## src/rtl/mem_seq_ctrl.sv

```systemverilog
// LC3 memory-access sequencer: walks mem_state / M_Control through the
// read, indirect-read and write phases of LD/LDR/LDI/ST/STR/STI.
module mem_seq_ctrl #(
    parameter int unsigned ACC_CYCLES = 1
) (
    input  logic        clock,
    input  logic        reset,
    input  logic        start,
    input  logic [3:0]  opcode,
    input  logic [15:0] memout,
    output logic [1:0]  mem_state,
    output logic        M_Control,
    output logic        busy,
    output logic        done,
    output logic        err,
    output logic [15:0] ld_data
);

    typedef enum logic [2:0] {
        S_IDLE,
        S_IND,
        S_RD,
        S_WR,
        S_FIN
    } state_t;

    localparam logic [1:0] MS_RD   = 2'd0;
    localparam logic [1:0] MS_IND  = 2'd1;
    localparam logic [1:0] MS_WR   = 2'd2;
    localparam logic [1:0] MS_IDLE = 2'd3;

    localparam logic [3:0] CNT_LOAD = 4'(ACC_CYCLES - 1);

    state_t      state_q;
    logic [3:0]  cnt_q;
    logic        is_load_q;
    logic [1:0]  ms_q;
    logic        mc_q;
    logic        busy_q;
    logic        done_q;
    logic        err_q;
    logic [15:0] ld_q;

    logic dec_ok;
    logic dec_load;
    logic dec_ind;

    always_comb begin
        dec_ok   = 1'b1;
        dec_load = 1'b0;
        dec_ind  = 1'b0;
        case (opcode)
            4'b0010, 4'b0110: dec_load = 1'b1;
            4'b1010: begin
                dec_load = 1'b1;
                dec_ind  = 1'b1;
            end
            4'b0011, 4'b0111: dec_ok = 1'b1;
            4'b1011: dec_ind = 1'b1;
            default: dec_ok = 1'b0;
        endcase
    end

    always_ff @(posedge clock or negedge reset) begin
        if (!reset) begin
            state_q   <= S_IDLE;
            cnt_q     <= 4'd0;
            is_load_q <= 1'b0;
            ms_q      <= MS_IDLE;
            mc_q      <= 1'b0;
            busy_q    <= 1'b0;
            done_q    <= 1'b0;
            err_q     <= 1'b0;
            ld_q      <= 16'h0000;
        end else begin
            done_q <= 1'b0;
            err_q  <= 1'b0;
            case (state_q)
                S_IDLE: begin
                    if (start && dec_ok) begin
                        is_load_q <= dec_load;
                        cnt_q     <= CNT_LOAD;
                        busy_q    <= 1'b1;
                        mc_q      <= 1'b0;
                        if (dec_ind) begin
                            state_q <= S_IND;
                            ms_q    <= MS_IND;
                        end else if (dec_load) begin
                            state_q <= S_RD;
                            ms_q    <= MS_RD;
                        end else begin
                            state_q <= S_WR;
                            ms_q    <= MS_WR;
                        end
                    end else if (start) begin
                        err_q <= 1'b1;
                    end
                end
                S_IND: begin
                    if (cnt_q == 4'd0) begin
                        // The pointer fetched here addresses the next phase.
                        cnt_q <= CNT_LOAD;
                        mc_q  <= 1'b1;
                        if (is_load_q) begin
                            state_q <= S_RD;
                            ms_q    <= MS_RD;
                        end else begin
                            state_q <= S_WR;
                            ms_q    <= MS_WR;
                        end
                    end else begin
                        cnt_q <= cnt_q - 4'd1;
                    end
                end
                S_RD: begin
                    if (cnt_q == 4'd0) begin
                        ld_q    <= memout;
                        state_q <= S_FIN;
                        ms_q    <= MS_IDLE;
                        mc_q    <= 1'b0;
                        done_q  <= 1'b1;
                    end else begin
                        cnt_q <= cnt_q - 4'd1;
                    end
                end
                S_WR: begin
                    if (cnt_q == 4'd0) begin
                        state_q <= S_FIN;
                        ms_q    <= MS_IDLE;
                        mc_q    <= 1'b0;
                        done_q  <= 1'b1;
                    end else begin
                        cnt_q <= cnt_q - 4'd1;
                    end
                end
                S_FIN: begin
                    state_q <= S_IDLE;
                    busy_q  <= 1'b0;
                end
                default: begin
                    state_q <= S_IDLE;
                    ms_q    <= MS_IDLE;
                    mc_q    <= 1'b0;
                    busy_q  <= 1'b0;
                end
            endcase
        end
    end

    assign mem_state = ms_q;
    assign M_Control = mc_q;
    assign busy      = busy_q;
    assign done      = done_q;
    assign err       = err_q;
    assign ld_data   = ld_q;

endmodule

```

## config.mk

```make
export PLATFORM = sky130hd
export DESIGN_NAME = mem_seq_ctrl
export DESIGN_NICKNAME = d
export VERILOG_FILES = /design/src/rtl/mem_seq_ctrl.sv
export SDC_FILE = /design/constraint.sdc
export NUM_CORES = 1
export LEC_CHECK = 0
export BUFFER_PORTS_ARGS = -buffer_cell sky130_fd_sc_hd__buf_2
export CORE_MARGIN = 2
export CORE_UTILIZATION = 52
export CTS_BUF_LIST = sky130_fd_sc_hd__clkbuf_4
export DETAILED_ROUTE_END_ITERATION = 8
export GPL_TIMING_DRIVEN = 0
export PLACE_DENSITY_LB_ADDON = 0.12
export SYNTH_ARGS = -nofsm -noshare
export SYNTH_HDL_FRONTEND = slang
export SYNTH_SLANG_ARGS = --single-unit
```

## constraint.sdc

```tcl
create_clock -name clock -period 2.4 [get_ports clock]
set_input_delay 0 -clock clock [delete_from_list [all_inputs] [get_ports clock]]
set_output_delay 0 -clock clock [all_outputs]
set_load 0.05 [all_outputs]
```

# Word level (Yosys, flattened, before mapping)
# Cells that the tools add are included.
dict set report totals {
  reg_bits 30
  input_bits 23
  output_inout_bits 22
  word_cells 73
}
dict set report classes {
  addsub 1
  n_eq_ne 14
  n_mux 32
  bitwise 2
  n_reduce_logical 15
}
# operator count
set ops {}
lappend ops {{2-to-1 mux 1 bit} 14}
lappend ops {{2-to-1 mux 2 bit} 7}
lappend ops {{2-to-1 mux 4 bit} 3}
lappend ops {{case mux 4 bit (3 select lines)} 1}
lappend ops {{2-to-1 mux 3 bit} 3}
lappend ops {{case mux 3 bit (3 select lines)} 1}
lappend ops {{equality test 4 x 2 -> 1 bit (second input constant)} 2}
lappend ops {{equality test 4 x 3 -> 1 bit (second input constant)} 2}
lappend ops {{equality test 4 bit (second input constant)} 2}
lappend ops {{case mux 2 bit (4 select lines)} 1}
lappend ops {{equality test 3 x 2 -> 1 bit (second input constant)} 2}
lappend ops {{!= test 2 bit (second input constant)} 3}
lappend ops {{AND reduction 2 bit} 3}
lappend ops {{AND reduction 3 bit} 2}
lappend ops {{OR reduction 3 bit} 2}
lappend ops {{OR reduction 6 bit} 1}
lappend ops {{zero test 4 bit} 1}
lappend ops {{case mux 1 bit (4 select lines)} 1}
lappend ops {{AND reduction 4 bit} 1}
lappend ops {{OR reduction 2 bit} 2}
lappend ops {{subtractor 4 x 1 -> 4 bit (second input constant)} 1}
lappend ops {{equality test 3 x 1 -> 1 bit (second input constant)} 1}
lappend ops {{equality test 3 bit (second input constant)} 1}
lappend ops {{zero test 3 bit} 1}
lappend ops {{other kinds (5)} 6}

# Logic depth before layout (Yosys ltp)
# Gate-level depths: netlist of the first run.
dict set report logic_depth {
  depth_word 7
  depth_mapped 7
  ltp_nobuf 6
}

# Worst setup path after synthesis of the first run
# No wires, ideal clock.
dict set report synth_path {
  kind {register -> register}
  from {reg cnt_q[0]}
  to {reg ld_q[0] (netlist: ld_data[0])}
  setup_time_ps 125
  arrival_time_ps 1612
  required_time_ps 2275
  setup_slack_ps 663
  path_stages_with_launch 8
  path_buffers 2
  period_less_slack_ps 1737
  cell_sequence {dfrtp_1 inv_1 ha_1 nand2_2 or3_1 buf_6 buf_12 mux2_4}
}
dict set report synth_between {
  elab_chain_cells 2
}
# element line_no
set synth_rtl {}
lappend synth_rtl {{start, declared} 35} ;# logic [3:0] cnt_q;
lappend synth_rtl {{start signal, assigned} 112} ;# cnt_q <= cnt_q - 4'd1;
lappend synth_rtl {{start signal, assigned} 123} ;# cnt_q <= cnt_q - 4'd1;
lappend synth_rtl {{start signal, assigned} 133} ;# cnt_q <= cnt_q - 4'd1;
lappend synth_rtl {{zero test 4 bit} 116} ;# if (cnt_q == 4'd0) begin
lappend synth_rtl {{AND reduction 2 bit (no line)} -}
lappend synth_rtl {{end signal, assigned} 117} ;# ld_q <= memout;
lappend synth_rtl {{end, declared} 42} ;# logic [15:0] ld_q;
# Every way passes these cells.
# A chain may end at the register's enable or synchronous reset.

# Worst setup path after layout of the first run
dict set report layout_path {
  from {reg cnt_q[0]}
  to {reg ms_q[1] (netlist: mem_state[1])}
}
dict set report layout_between {
  elab_chain_cells 3
  word_cells_on_any_way 4
  cone_classes {eq/ne (2); reduce/logical (2)}
}
# element line_no
set layout_rtl {}
lappend layout_rtl {{zero test 4 bit (*)} {100, 116, 127}}
lappend layout_rtl {{!= test 2 bit (no line) / != test 2 x 1 -> 1 bit (equally long branches)} -}
lappend layout_rtl {{AND reduction 4 bit (no line) (*)} -}
lappend layout_rtl {{end signal, assigned} 106} ;# ms_q <= MS_RD;
lappend layout_rtl {{end signal, assigned} 119} ;# ms_q <= MS_IDLE;
lappend layout_rtl {{end signal, assigned} 129} ;# ms_q <= MS_IDLE;
lappend layout_rtl {{end, declared} 37} ;# logic [1:0] ms_q;
# Mark *: on every way between the ends. The rest lies on a longest branch, timed or not.

==> results.md, run 1 <==
* Total wire length at 3191 µm
* Final layout net count at between 200 and 250
* Via count at 1,166
* Seq cells post-synth at 30
* Die height at around 57 µm
* Total negative setup slack at 0 ps
* Core Box Area at around 2700 µm²
* Aggregate global-route resource usage at 21.26%
* Mapped cell area at ~1500 µm²
* Ratio of cells with drive above 1 in the final layout at 41.15%
* Maximum VDD drop at about 0.0015 V
* Fillers at 200
* Number of max-slew violations in the final report at 0
* CP endpoint kind: flip-flop
* Largest net degree at the start of global routing at 31
* Finished Core Util at 72.07%
* Routability congestion estimate from global placement at 0.8108
* Ports at 45
* Area Overhead vs Synth at 34.22%
* Post-route ant nets at 0
* Ant diodes at 0
* Worst-skew pair later-pin latency at 320 ps
* Rows at 19
* CTS tree: yes
* Syn Nets at 147
* Max Root-Sink Buffers at 2
* Final setup fails at 0
* Top-count cell post-synth: dfrtp_1
* Clock root buffer: clkbuf_4
* Slowest-stage cell, CP: nor3b_2
* Avg Vias per Cell at between 5 and 6
* # DRC at 0
* Worst path max stage delay at 420 ps
* Setup CP Type: reg2reg
* Post-synth ARST share at between 90% and 100%
* Max cap viols at 0
* Worst hold path class: in2reg
* Synthesized area per cell at about 12 µm²
* Clk slew on worst S/H paths at around 90 ps
* Worst path depth at 6
* DRT iter0 DRCs at 37
* Power Density at 1435 nW/µm²
* Vias in the first global route at 1,169
* RSZ-0062 raised after global routing: no
* Hold Fails Final Rpt at 0
* Path depth of the worst reg2reg path at 6
* WP buf/inv at 1
* Leakage power at 0.9887 nW
* Fmax at 0.5180 GHz
* CP Cell Sequence: inv_1, ha_1, nor3b_2, or3_1, a21boi_0, mux2_2
* Post-CTS Resized at 0
* CP Launch Type: flip-flop
* DPL Wire Length at 2021 µm
* Status: complete, no violations
* Grt ovf at 0
* Die ar. at 3238 µm²
* Die Width at 56.90 µm
* Mapped Cells at 122
* Data arrival time of the worst path at 2190 ps
* CTS Sinks at 30
* Yosys cell types at 40
* Syn. warnings at 0
* Worst Tran Pin Value at roughly 660 ps
* Worst rel slew slack at ~56%
* Initial Util at between 50% and 60%
* Number of synthesized flops with an enable pin at 0
* H-Tree Depth at 2
* Fin crit period at slightly below 2000 ps
* Flop-to-flop setup slack at 470 ps
* Final period utilization at 80.44%
* Synth top area cells: dfrtp_1 48%, mux2_4 10%, mux2_2 5.4%, dfstp_2 3.6%, or3_1 2.1%
* Synth Flop Type: dfrtp_1
* Synth area leader: dfrtp_1
* Worst endpoint required time at 2660 ps
* DRT Pass-1 Iters at 4
* Share of the synthesized area in the top cell type at 48.15%
* Delay-heaviest family, CP: simple AND/OR/NAND/NOR gates
* Worst-path maximum fanout at 8
* Layout Skew at 6.765 ps
* First-pass GRT wire length at 5209 µm
* Sequential share of the synthesized area at 51.76%
* Post-synth top cells: 28 x dfrtp_1, 10 x mux2_4, 8 x nand2_1, 7 x inv_1, 7 x mux2_2
* Antenna violations before repair at 0
* Cts bufs inserted at 5
* # port buffers at between 40 and 50
* WL/cell at 14.31 µm
* Hold-critical path depth at 3
layout make-up:
class | count | area (µm²) | area share [%]
flip-flops and latches | 30 | 753.2 | 38.57
multi-input cells | 79 | 628.1 | 32.16
repair buffers | 62 | 405.4 | 20.76
plain buffers | 6 | 47.55 | 2.434
clock buffers | 6 | 45.04 | 2.306
well taps | 31 | 38.79 | 1.986
inverters | 7 | 26.28 | 1.345
clock inverters | 2 | 8.758 | 0.4484
where the power goes:
group | internal [mW] | switching [mW] | total, mW
sequential | 0.732 | 0.123 | 0.855
combinational | 0.586 | 1.08 | 1.66
clock | 0.121 | 0.164 | 0.285
worst reg2reg max path, stage by stage (launching register included):
cell and delay [ps]:
dfrtp_1 380, inv_1 110, ha_1 190, nor3b_2 420
or3_1 210, a21boi_0 200, mux2_2 350
per-stage QoR:
| step | power [mW] | hold slack (ps) | cell area (µm²) | instances | setup WS (ps) |
|---|---|---|---|---|---|
| after global placement | 2.445 | 49.74 | 1709 | 196 | 487.4 |
| after floorplan | 2.151 | -295.6 | 1455 | 122 | 662.8 |
| final | 2.802 | 47.83 | 1953 | 223 | 469.4 |
| after CTS | 2.802 | 40.37 | 1953 | 223 | 456.9 |
| after detailed placement | 2.481 | 66.73 | 1709 | 196 | 476.8 |
| after global routing | 2.953 | 62.72 | 1953 | 223 | 286.5 |
metal layers:
layer | track usage (%) | up-vias | wire [µm]
met5 | 0 | - | 0
met4 | 5.980 | 0 | 54
met3 | 7.143 | 7 | 173
met2 | 36.95 | 36 | 1609
met1 | 25.04 | 549 | 1354
li1 | - | 574 | -
cells in the final DEF, fill, tap and decap left out, drive strengths merged, types with 2 or more instances in the layout:
cell type / instances
or3: 6
a211o: 2
mux2: 17
clkinv: 2
nor2: 8
mux2i: 2
a21oi: 6
nand3: 5
clkbuf: 9
ha: 2
a21boi: 2
inv: 7
dfstp: 2
dlygate4sd3: 19
o22ai: 2
o21ai: 2
dfrtp: 28
buf: 46
nand2: 9
cells by family after synthesis:
| group | after synthesis | share of synthesized area [%] |
|---|---|---|
| fa+ha+maj | 2 | 1.719 |
| buf+inv | 13 | 5.073 |
| simple gates | 35 | 12.98 |
| mux | 19 | 17.11 |
| flops | 30 | 51.76 |
| compound gates | 23 | 11.35 |
registers in the layout, indices dropped and copies added (netlist names):
register   cells
mem_state      2
state_q        3
done           1
err            1
ld_data       16
busy           1
cnt_q          4
M_Control      1
is_load_q      1
what timing repair did:
item | CTS | global route
setup buffers | 0 | 0
endpoints found under the hold margin | 46 | 0
hold buffers | 19 | 0
path summary, 6_finish.rpt:
kind / startpoint / endpoint
max: cnt_q[0]$_DFFE_PN0P_ / mem_state[1]$_DFFE_PN1P_
min: opcode[2] / err$_DFF_PN0_
max reg2reg: cnt_q[0]$_DFFE_PN0P_ / mem_state[1]$_DFFE_PN1P_
min reg2reg: ld_data[2]$_DFFE_PN0P_ / ld_data[2]$_DFFE_PN0P_
max in group asynchronous: reset / ld_data[1]$_DFFE_PN0P_
min in group asynchronous: reset / cnt_q[2]$_DFFE_PN0P_
Note: power is estimated with default switching activity, not from simulation.
==> inputs of run 2 (changes only) <==
CORE_UTILIZATION = 47   (was 52)
clock period = 1.77 ns   (was 2.4 ns; I/O delays follow)
==> run 2 against run 1 <==
Clock skew down 0.81 ps. Routed wire length down 1.2%. Sequential power up 36%. Total power up 35%. Worst hold slack better by 13 ps. Cell count up 2.2%. Utilization down 4.9 points. Largest cell class unchanged. Highest routed layer unchanged.
==> results.md, run 2 (same netlist as run 1, synthesis figures left out) <==
* Commonest non-fill, non-tap cell in the layout: buf_2
* Total negative setup slack at 0 ps
* # DRC at 0
* Area Overhead vs Synth at 38.61%
* Number of max-slew violations in the final report at 0
* WL/cell at 13.83 µm
* Rows at 20
* Vias in the first global route at approximately 1,100
* Inst Count DP at 198
* Max cap viols at 0
* DRT iter0 DRCs at 25
* Most frequent cells in the layout: 44 x buf_2, 26 x dfrtp_1, 19 x dlygate4sd3_1
* Antenna violations before repair at 0
* # port buffers at 43
* Fmax at between 0.5 and 0.6 GHz
* Die height at slightly below 60 µm
* Power Density at approximately 1900 nW/µm²
* Data arrival time of the worst path at roughly 1900 ps
* Footprint of the multi-input gates at 668.1 µm²
* Finished Cell Area at approximately 2000 µm²
* Clock root buffer: clkbuf_4
* Hold Fails Final Rpt at 0
* H-Tree Depth at 2
* Die Width at 59.64 µm
* Fin crit period at 1707 ps
* CP Launch Type: flip-flop
* Ports at 45
* Met3 Wirelength at 193 µm
* Worst-path maximum fanout at 10
* Max Root-Sink Buffers at 2
* Ratio of cells with drive above 1 in the final layout at 45.64%
* RSZ-0062 raised after global routing: no
* First-pass GRT wire length at 4843 µm
* Ant diodes at 0
* Layout Skew at 5.957 ps
* Final layout net count at 219
* Register area at 755.7 µm²
* Fillers at 241
* Grt ovf at 0
* Initial Util at 48.46%
* Aggregate global-route resource usage at 18.70%
* Max reg flops at 16
* Worst Tran Pin Value at 646.3 ps
* Final period utilization at 96.43%
* Leakage power at 1.009 nW
* Met2 WL at 1503 µm
* Clk slew on worst S/H paths at around 90 ps
* Worst hold margin at 60.96 ps
* CP endpoint kind: flip-flop
* Placed Area at between 1500 and 2000 µm²
* Post-place setup slack at -226.2 ps
* Maximum VDD drop at 0.0008277 V
* Worst-skew pair later-pin latency at approximately 330 ps
* Die ar. at 3557 µm²
* DRT Pass-1 Iters at 4
* Worst Slack Setup Final at about 63 ps
* CTS Sinks at 30
* Finished Core Util at 67.17%
* Worst hold path class: in2reg
* Via count at 1,196
* Core Box Area at ~3000 µm²
* Final setup fails at 0
* Cts bufs inserted at 5
* Finished Layout Cells at 228
* Tot Pwr at 3.788 mW
* Post-route ant nets at 0
* Largest net degree at the start of global routing at 31
* Status: complete, no violations
* DPL Wire Length at 2006 µm
* Routability congestion estimate from global placement at 0.7951
* Setup CP Type: reg2reg
* Worst rel slew slack at between 50% and 60%
* Max Used Layer: met4
* CTS tree: yes
* Avg Vias per Cell at around 5.2
* Met1 Wirelength at 1413 µm
* Total wire length at around 3200 µm
* Worst endpoint required time at 1980 ps
run 2: changes by cell type in the layout (fill, tap and decap cells not counted), moves of 2 or more:
cell,delta
buf_4,+4
dfrtp_2,+2
inv_2,+2
dfrtp_1,-2
inv_1,-2
run 2: report_power, final:
part / switching [mW] / internal, mW / total (mW)
clock: 0.227 / 0.164 / 0.391
sequential: 0.163 / 0.992 / 1.16
combinational: 1.45 / 0.791 / 2.24
total: 1.84 / 1.95 / 3.79
run 2: layout make-up:
cell class	count	area share [%]
sequential	30	37.47
multi-input combinational	79	33.13
timing repair buffer	66	21.59
clock buffer	6	2.233
tap	33	2.047
buffer	5	1.799
inverter	7	1.303
clock inverter	2	0.4342
run 2: worst max-delay path, stage by stage, from the launching register on:
cell and delay [ps]:
dfrtp_1 390, inv_2 80, ha_4 150, nand2_4 70, or3_4 430, buf_12 180
mux2_4 300
run 2: what timing repair did:
| action | CTS | global route |
|---|---|---|
| hold buffers | 19 | 0 |
| gates resized for setup | 9 | 2 |
| endpoints found under the hold margin | 46 | 0 |
| setup buffers | 3 | 1 |
| pin swaps | 1 | 2 |
| setup endpoints to repair | 11 | 12 |
run 2: layer usage:
layer | global-route usage [%] | up-vias
met4 | 5.714 | 0
met1 | 22.86 | 575
met2 | 30.75 | 36
met5 | 0 | -
li1 | - | 578
met3 | 6.769 | 7
run 2: worst paths after layout:
path                                          end  cells after the start  slack [ps]              startpoint
setup / recovery           ld_data[0]$_DFFE_PN0P_                      6          60    cnt_q[0]$_DFFE_PN0P_
hold / removal                      err$_DFF_PN0_                      3          60               opcode[3]
setup reg to reg           ld_data[0]$_DFFE_PN0P_                      6          60    cnt_q[0]$_DFFE_PN0P_
hold reg to reg            ld_data[4]$_DFFE_PN0P_                      1         500  ld_data[4]$_DFFE_PN0P_
max in group asynchronous    cnt_q[2]$_DFFE_PN0P_                      2        1070                   reset
min in group asynchronous  ld_data[7]$_DFFE_PN0P_                      2         240                   reset
==> inputs of run 3 (changes only) <==
ABC_AREA = 1   (was unset)
==> run 3 against run 2 <==
Utilization down 1.5 points. Maximum frequency up 3.9%. Sequential power up 7%. Sequential share of layout area up 0.73 points. Worst hold slack better by 3.3 ps. Combinational power up 14%. Setup slack better by 64 ps. Critical path type unchanged.
==> results.md, run 3 <==
* Synthesized area per cell at 8.625 µm²
* Worst hold path class: in2reg
* Sequential share of the synthesized area at between 50% and 60%
* Fmax at 0.6089 GHz
* Post-CTS Setup Bufs at 0
* Routability congestion estimate from global placement at 0.8385
* Mapped Cells at 169
* Final layout net count at 265
* Die ar. at 3563 µm²
* Delay-heaviest family, CP: buffers and inverters
* Maximum VDD drop at just over 0.0008 V
* Worst rel slew slack at a little under three fifths
* Seq cells post-synth at 30
* RSZ-0062 raised after global routing: no
* Crit path top cell by count: nand2_1
* Most frequent cells in the layout: 69 x nand2_1, 44 x buf_2, 28 x dfrtp_1
* Ratio of cells with drive above 1 in the final layout at about a third
* Layout Skew at between 10 and 15 ps
* Via count at between 1,000 and 1,500
* # DRC at 0
* Clock root buffer: clkbuf_4
* Worst endpoint required time at between 2000 and 2500 ps
* Grt ovf at 0
* Footprint of the multi-input gates at 605.6 µm²
* Ant diodes at 0
* Total wire length at approximately 3200 µm
* H-Tree Depth at 2
* Final period utilization at 92.79%
* CTS tree: yes
* Largest net degree at the start of global routing at 31
* Tot Pwr at 4.150 mW
* Syn. warnings at 0
* Mapped cell area at approximately 1500 µm²
* Vias in the first global route at 1,273
* CP endpoint kind: flip-flop
* Worst Tran Pin Value at 666.3 ps
* Cts bufs inserted at 5
* Total negative setup slack at 0 ps
* Syn Nets at 194
* Leakage power at between 1 and 1.5 nW
* Area Overhead vs Synth at 35.28%
* DPL Wire Length at 2128 µm
* Die height at 59.69 µm
* Status: complete, no violations
* Final setup fails at 0
* Clk slew on worst S/H paths at around 80 ps
* Core Box Area at 3003 µm²
* # port buffers at 44
* Max cap viols at 0
* Synth top area cells: dfrtp_1 48%, nand2_1 18%, nand3_1 7.6%, dfstp_2 3.6%, nand3_2 2.1%
* Worst-path maximum fanout at 9
* First-pass GRT wire length at between 5000 and 6000 µm
* WP buf/inv at 2
* Synth Flop Type: dfrtp_1
* Share of the synthesized area in the top cell type at roughly half
* Post-route ant nets at 0
* Ports at between 40 and 50
* Top-count cell post-synth: nand2_1
* Power Density at 2105 nW/µm²
* Fin crit period at around 1600 ps
* Rows at 20
* CP Cell Sequence: inv_4, nand2_1, nor2_4, nand2_1, nor2_1, dlygate4sd3_1
* Worst hold margin at 64.22 ps
* Avg Vias per Cell at 4.905
* Slowest-stage cell, CP: dlygate4sd3_1
* Finished Core Util at between 60% and 70%
* Number of max-slew violations in the final report at 0
* CTS Sinks at 30
* Antenna violations before repair at 0
* Aggregate global-route resource usage at 20.31%
* Yosys cell types at 26
* Worst-skew pair later-pin latency at 330 ps
* Fillers at 267
* Synth area leader: dfrtp_1
* Initial Util at 48.54%
* Hold Fails Final Rpt at 0
* Data arrival time of the worst path at roughly 1900 ps
* Max Root-Sink Buffers at 2
* DRT Pass-1 Iters at 4
* CP Launch Type: flip-flop
* WL/cell at 11.64 µm
* Max reg flops at 16
* DRT iter0 DRCs at 94
* Post-synth ARST share at 100.0%
* Register area at 753.2 µm²
* Commonest non-fill, non-tap cell in the layout: nand2_1
* Worst path max stage delay at 540 ps
* Post-synth top cells: 69 x nand2_1, 28 x dfrtp_1, 22 x nand3_1, 6 x inv_1, 6 x nor2_1
* Die Width at 59.69 µm
* Setup CP Type: reg2reg
* Number of synthesized flops with an enable pin at 0
-- run 3: cell types whose count changed after synthesis, sizes merged, moves of 4 or more --
cell | previous run | this run
a21oi | 6 | 2
inv | 7 | 11
mux2 | 17 | 0
nand2 | 9 | 73
or3 | 6 | 0
nand3 | 5 | 25
nor2 | 8 | 12
-- run 3: per-layer routing --
metal	vias to the layer above	track usage, %	wire (µm)
met5	-	0	0
met4	0	9.524	19
met3	2	6.926	180
met2	44	33.07	1596
met1	612	24.02	1383
li1	681	-	-
-- run 3: where the power goes --
part	internal [mW]	switching, mW
Combinational	0.728	1.82
Sequential	1.03	0.206
Clock	0.142	0.222
Total	1.90	2.25
-- run 3: final timing paths --
kind | from | endpoint | depth (start not counted) | slack (ps)
max | state_q[0]$_DFFE_PN0P_ | err$_DFF_PN0_ | 6 | 130
min | opcode[3] | mem_state[0]$_DFFE_PN1P_ | 5 | 60
max reg2reg | state_q[0]$_DFFE_PN0P_ | err$_DFF_PN0_ | 6 | 130
min reg2reg | ld_data[7]$_DFFE_PN0P_ | ld_data[7]$_DFFE_PN0P_ | 2 | 470
max in group asynchronous | reset | cnt_q[2]$_DFFE_PN0P_ | 2 | 1080
min in group asynchronous | reset | ld_data[3]$_DFFE_PN0P_ | 2 | 250
-- run 3: metrics by stage --
step	cells	cell area (µm²)	setup WS, ps
2_1_floorplan	169	1458	426.0
3_3_place_gp	246	1719	343.0
3_5_place_dp	246	1719	271.2
4_1_cts	273	1967	86.34
5_1_grt	273	1972	35.15
6_report	273	1972	127.6
-- run 3: worst register-to-register path: stages, from the launching register on --
cell and delay, ps:
dfrtp_1 460, inv_4 140, nand2_1 130, nor2_4 170, nand2_1 70, nor2_1 80
dlygate4sd3_1 540
-- run 3: area by class of cell --
class / count / share of cell area [%]
flip-flops and latches: 30 / 38.20
multi-input cells: 124 / 30.71
repair buffers: 64 / 21.32
plain buffers: 4 / 3.046
inverters: 11 / 2.221
well taps: 33 / 2.094
clock buffers: 5 / 1.904
clock inverters: 2 / 0.5076
-- run 3: timing repair --
action | CTS | global route
endpoints found under the hold margin | 47 | 0
gates resized for setup | 0 | 1
endpoints found under the setup margin | 0 | 1
hold buffers | 20 | 0
-- run 3: cell families after synthesis --
logic type      count (synthesis)  share of synthesized area (%)
mux                             1                         0.6867
simple gates                  112                          35.02
buf+inv                        15                          7.124
compound gates                  8                          3.176
fa+ha+maj                       2                          1.716
flops                          30                          51.67
xor+xnor                        1                         0.6010
